<file path="src/rtl/fifo_arb_pkg.sv">
// Shared definitions for the FIFO write-side arbiter and its round-robin picker.
// The read-side scheduler can reuse these definitions.
package fifo_arb_pkg;

    localparam int FIFO_DW       = 140;
    localparam int DEF_N_REQ     = 4;
    localparam int DEF_MAX_BEATS = 16;

    typedef enum logic {
        IDLE = 1'b0,
        LOCK = 1'b1
    } arb_state_t;

    // Increment modulo n; used to move the priority pointer past the last winner.
    function automatic int unsigned wrap_inc(input int unsigned v, input int unsigned n);
        return (v + 1 >= n) ? 0 : v + 1;
    endfunction

endpackage

</file>
<file path="src/rtl/fifo_wr_arbiter_rr_picker.sv">
// Combinational rotate-priority encoder: returns the first set request at or
// after ptr, wrapping from N-1 back to 0.
module rr_picker #(
    parameter int N = 4
) (
    input  logic [N-1:0]         req,
    input  logic [$clog2(N)-1:0] ptr,
    output logic [$clog2(N)-1:0] idx,
    output logic                 any
);

    localparam int PW = $clog2(N);

    logic [PW-1:0] w_cand;

    // Scan from the farthest offset down so the nearest requester wins last.
    always_comb begin
        idx    = '0;
        any    = |req;
        w_cand = '0;
        for (int k = N - 1; k >= 0; k--) begin
            w_cand = PW'((int'(ptr) + k) % N);
            if (req[w_cand]) begin
                idx = w_cand;
            end
        end
    end

endmodule

</file>
<file path="src/rtl/fifo_wr_arbiter.sv">
// Packet-atomic round-robin arbiter sharing the async_fifo write port among
// N_REQ valid/ready requesters, with forced release of overlong packets.
module fifo_wr_arbiter
    import fifo_arb_pkg::*;
#(
    parameter int N_REQ     = DEF_N_REQ,
    parameter int DW        = FIFO_DW,
    parameter int MAX_BEATS = DEF_MAX_BEATS
) (
    input  logic                     clk_in,
    input  logic                     rst,
    input  logic [N_REQ-1:0]         req_valid,
    input  logic [N_REQ-1:0]         req_last,
    input  logic [N_REQ*DW-1:0]      req_data,
    output logic [N_REQ-1:0]         req_ready,
    input  logic                     fifo_full,
    output logic                     fifo_w_enable,
    output logic [DW-1:0]            data_to_fifo,
    output logic [$clog2(N_REQ)-1:0] grant_id,
    output logic                     busy,
    output logic                     err_overlength
);

    localparam int GW = $clog2(N_REQ);
    localparam int CW = $clog2(MAX_BEATS + 1);

    arb_state_t    r_state, r_state_next;
    logic [GW-1:0] r_rr_ptr, r_rr_ptr_next;
    logic [GW-1:0] r_grant_id, r_grant_id_next;
    logic          r_busy, r_busy_next;
    logic [CW-1:0] r_beat_cnt, r_beat_cnt_next;
    logic          r_err, r_err_next;

    logic [GW-1:0] w_pick_idx;
    logic          w_pick_any;
    logic [DW-1:0] w_slices [N_REQ];
    logic          w_locked;
    logic          w_xfer;
    logic          w_cap;
    logic          w_release;
    logic          w_forced;

    rr_picker #(
        .N (N_REQ)
    ) u_picker (
        .req (req_valid),
        .ptr (r_rr_ptr),
        .idx (w_pick_idx),
        .any (w_pick_any)
    );

    // Gating with rst keeps every write-side output quiet during reset.
    assign w_locked  = (r_state == LOCK) && !rst;
    assign w_xfer    = w_locked && req_valid[r_grant_id] && !fifo_full;
    assign w_cap     = (r_beat_cnt == CW'(MAX_BEATS - 1));
    assign w_release = w_xfer && (req_last[r_grant_id] || w_cap);
    assign w_forced  = w_xfer && !req_last[r_grant_id] && w_cap;

    genvar gi;
    generate
        for (gi = 0; gi < N_REQ; gi++) begin : g_req
            assign w_slices[gi]  = req_data[gi*DW +: DW];
            assign req_ready[gi] = w_locked && !fifo_full && (r_grant_id == GW'(gi));
        end
    endgenerate

    assign fifo_w_enable  = w_xfer;
    assign data_to_fifo   = w_xfer ? w_slices[r_grant_id] : '0;
    assign grant_id       = r_grant_id;
    assign busy           = r_busy;
    assign err_overlength = r_err;

    always_comb begin
        r_state_next    = r_state;
        r_rr_ptr_next   = r_rr_ptr;
        r_grant_id_next = r_grant_id;
        r_busy_next     = r_busy;
        r_beat_cnt_next = r_beat_cnt;
        r_err_next      = w_forced;
        case (r_state)
            IDLE: begin
                if (w_pick_any) begin
                    r_state_next    = LOCK;
                    r_grant_id_next = w_pick_idx;
                    r_busy_next     = 1'b1;
                    r_beat_cnt_next = '0;
                end
            end
            LOCK: begin
                if (w_xfer) begin
                    r_beat_cnt_next = r_beat_cnt + CW'(1);
                end
                // A forced release rotates priority exactly like a normal last beat.
                if (w_release) begin
                    r_state_next  = IDLE;
                    r_rr_ptr_next = GW'(wrap_inc(int'(r_grant_id), N_REQ));
                    r_busy_next   = 1'b0;
                end
            end
            default: begin
                r_state_next = IDLE;
            end
        endcase
    end

    always_ff @(posedge clk_in) begin
        if (rst) begin
            r_state    <= IDLE;
            r_rr_ptr   <= '0;
            r_grant_id <= '0;
            r_busy     <= 1'b0;
            r_beat_cnt <= '0;
            r_err      <= 1'b0;
        end else begin
            r_state    <= r_state_next;
            r_rr_ptr   <= r_rr_ptr_next;
            r_grant_id <= r_grant_id_next;
            r_busy     <= r_busy_next;
            r_beat_cnt <= r_beat_cnt_next;
            r_err      <= r_err_next;
        end
    end

endmodule

</file>
<file path="config.mk">
export PLATFORM = sky130hd
export DESIGN_NAME = fifo_wr_arbiter
export DESIGN_NICKNAME = d
export VERILOG_FILES = /design/src/rtl/fifo_arb_pkg.sv /design/src/rtl/fifo_wr_arbiter_rr_picker.sv /design/src/rtl/fifo_wr_arbiter.sv
export SDC_FILE = /design/constraint.sdc
export NUM_CORES = 1
export LEC_CHECK = 0
export CAP_MARGIN = 20
export CORE_AREA = 4 4 281 283
export DETAILED_ROUTE_END_ITERATION = 10
export DIE_AREA = 0 0 285 287
export GPL_TIMING_DRIVEN = 0
export SYNTH_ARGS = -nofsm -noshare
export SYNTH_HDL_FRONTEND = slang
export SYNTH_SLANG_ARGS = --single-unit
</file>
<file path="constraint.sdc">
create_clock -name clk_in -period 6.9 [get_ports clk_in]
set_input_delay 1.38 -clock clk_in [delete_from_list [all_inputs] [get_ports clk_in]]
set_output_delay 1.38 -clock clk_in [all_outputs]
set_load 0.05 [all_outputs]
</file>
==> out/qor.txt <==
status -> finished, final reports clean
TritonCTS clock tree -> yes
post-detailed-route count of antenna-violating nets -> 0
syn_nets -> 999
final period utilization -> 0.8938
Post-synth top cells -> mux4_2 (142), and3_1 (141), clkbuf_1 (46)
Layout Area Growth over Synthesis -> 173.7%
clk sink count -> 12
most common cell in the netlist -> mux4_2
GP Congestion -> 0.9098
library cells used by synthesis -> 28
nets@finish -> 1,726
Yosys reg bits -> 12
Die ar. -> 0.08180 mm^2
Setup Fix Bufs, Post-CTS -> 0
HPWL Detailed -> 55.30 mm
Initial Util -> 0.06484
share of cells above drive strength 1 -> 0.1456
PostCTS Resize Cnt -> 0
min-delay worst type -> reg -> reg
max_cap viols -> 0
Crit Path Max Fanout -> 11
Syn Area/Cell -> 11.79 um^2
initial antenna violation count -> 40
Final Max Slew Viols -> 0
largest net degree at the start of global routing -> 11
first-pass GRT wire length -> 77.32 mm
Mapped Cells -> 422
final wirelength -> 60.06 mm
Fillers -> 8,461
Final min period -> 6.167 ns
via count -> 7,873
Critical Path Sink Type -> output pin
CTS Hold Bufs -> 0
RSZ-0062 raised after global routing -> no
num rows -> 102
clock buffer count from CTS -> 3
CP arrival -> 4.79 ns
Top Ports -> 720
ys flop type -> dfxtp_1
residual DRC count -> 0
H-tree depth -> 1
clk_lat worst skew -> 0.24 ns
slowest stage delay, CP -> 0.87 ns
cell family contributing the most delay on the critical path -> buffers and inverters
setup TNS -> 0 ns
GRT Overall Usage -> 0.1379
Yosys top cell by area -> mux4_2
CTS max path bufs -> 2
peak supply drop -> 0.06068 mV
final core occ -> 0.1775
DRT iter0 DRCs -> 375
critical path class -> in -> out
Worst-path clk slew -> 0.04 ns
FF/Latch Area -> 240.2 um^2
Vias per Instance -> 3.593
Static Leak -> 4.754 nW
Max Clock Skew -> 0.002419 ns
Critical Path RT -> 5.52 ns
Worst Tran Pin Value -> 1.013 ns
main area contributors after synthesis -> mux4_2 (64%), and3_1 (18%), dfxtp_1 (4.8%)
vias in the first global route -> 8,686
die height -> 287 um
asr flop ratio synth -> 0
Rel. slew slack -> 0.3250
Cell Area, Synth -> 0.004974 mm^2
fmax -> 162.2 MHz
TritonRoute pass-1 iters -> 4
CP startpoint kind -> primary input
Placed Area -> 0.01353 mm^2
routed len/inst -> 27.41 um
Slowest-stage cell, CP -> clkdlybuf4s50_1
sequential fraction of the synthesis area -> 0.04830
Ys Warns -> 0
Finished Cell Area -> 0.01361 mm^2
area of the multi-input gates -> 0.004451 mm^2
Die Wd -> 285 um
power per cell area -> 67.68 mW/mm^2
CP Buf/Inv Count -> 5
core area -> 0.07670 mm^2
input/output buffers -> 719
final hold vios -> 0
share of the synthesized area in the top cell type -> 0.6430
Final Setup Violations -> 0
CTS root buf -> clkbuf_16
number of synthesized flops with an enable pin -> 0
GR Overflow Total -> 0
CP cell instances -> clkdlybuf4s50_1 > mux4_2 > clkbuf_1 > buf_8 > clkbuf_1 > and3_1 > clkdlybuf4s50_1
[cells by family (layout without fill, tap and decap cells)]
| family | count (synthesis) | after routing | share of synthesized area |
|---|---|---|---|
| and+or+nand+nor | 171 | 171 | 0.2108 |
| muxes | 144 | 144 | 0.6470 |
| buffers and inverters | 70 | 795 | 0.05686 |
| AOI/OAI and AO/OA | 19 | 19 | 0.02189 |
| DFF | 12 | 12 | 0.04830 |
| adders and majority gates | 6 | 6 | 0.01509 |
| other | 0 | 4 | 0 |
[power by group]
part / switching, mW / internal [mW] / total [mW]
clock network: 0.0284 / 0.0753 / 0.104
registers: 0.00204 / 0.0715 / 0.0735
logic: 0.289 / 0.456 / 0.744
total: 0.319 / 0.602 / 0.921
[path summary, 6_finish.rpt]
| path | startpoint | endpoint | slack (ns) | cells after the start |
|---|---|---|---|---|
| min | r_rr_ptr[0] | r_rr_ptr[0] | 0.48 | 2 |
| min reg2reg | r_rr_ptr[0] | r_rr_ptr[0] | 0.48 | 2 |
| max | req_valid[1] | data_to_fifo[56] | 0.73 | 7 |
| max reg2reg | grant_id[1] | r_rr_ptr[1] | 3.78 | 7 |
[per-layer routing]
layer  routed length (um)  global-route usage
met3                 5412             0.04163
met1                22410              0.1557
met4                 1503             0.02221
met2                30630              0.2591
met5                  100                   0
[state kept, by name (all words and copies together) (netlist names)]
register        count
r_beat_cnt          5
grant_id            2
r_rr_ptr            2
busy                1
err_overlength      1
r_state             1
[worst min-delay path: cells and delay by family, from the launching register on]
family / cells / cell delay [ns]
DFF: 1 / 0.31
and+or+nand+nor: 1 / 0.06
AOI/OAI and AO/OA: 1 / 0.06
[stage by stage]
stage	total power [mW]	cells	setup WS, ns	hold slack [ns]
2_1_floorplan	0.3479	422	2.873	0.4497
3_3_place_gp	0.8120	2181	0.2504	0.4776
3_5_place_dp	0.8222	2184	0.6974	0.4706
4_1_cts	0.9287	2187	0.6790	0.4762
5_1_grt	0.9601	2188	0.5085	0.5088
6_report	0.9214	2191	0.7329	0.4777
[cell type report]
class                   instances  area share
repair buffers                722      0.5329
multi-input cells             340      0.3269
well taps                    1040     0.09558
plain buffers                  64     0.01912
flip-flops and latches         12     0.01765
clock buffers                   3    0.005514
inverters                       6    0.001654
diodes                          4   0.0007352
[layout by cell type (no fill, tap or decap), types with 4 or more instances in the layout]
master / netlist / final
mux4_2: 142 / 142
diode_2: 0 / 4
ha_1: 6 / 6
clkdlybuf4s50_1: 0 / 719
nor2_1: 4 / 4
clkbuf_1: 46 / 46
buf_2: 16 / 16
and3_1: 141 / 141
dfxtp_1: 12 / 12
inv_1: 5 / 5
nand2_1: 6 / 6
a21oi_1: 11 / 11
and2_1: 5 / 5
(Power assumes the default switching activity.)
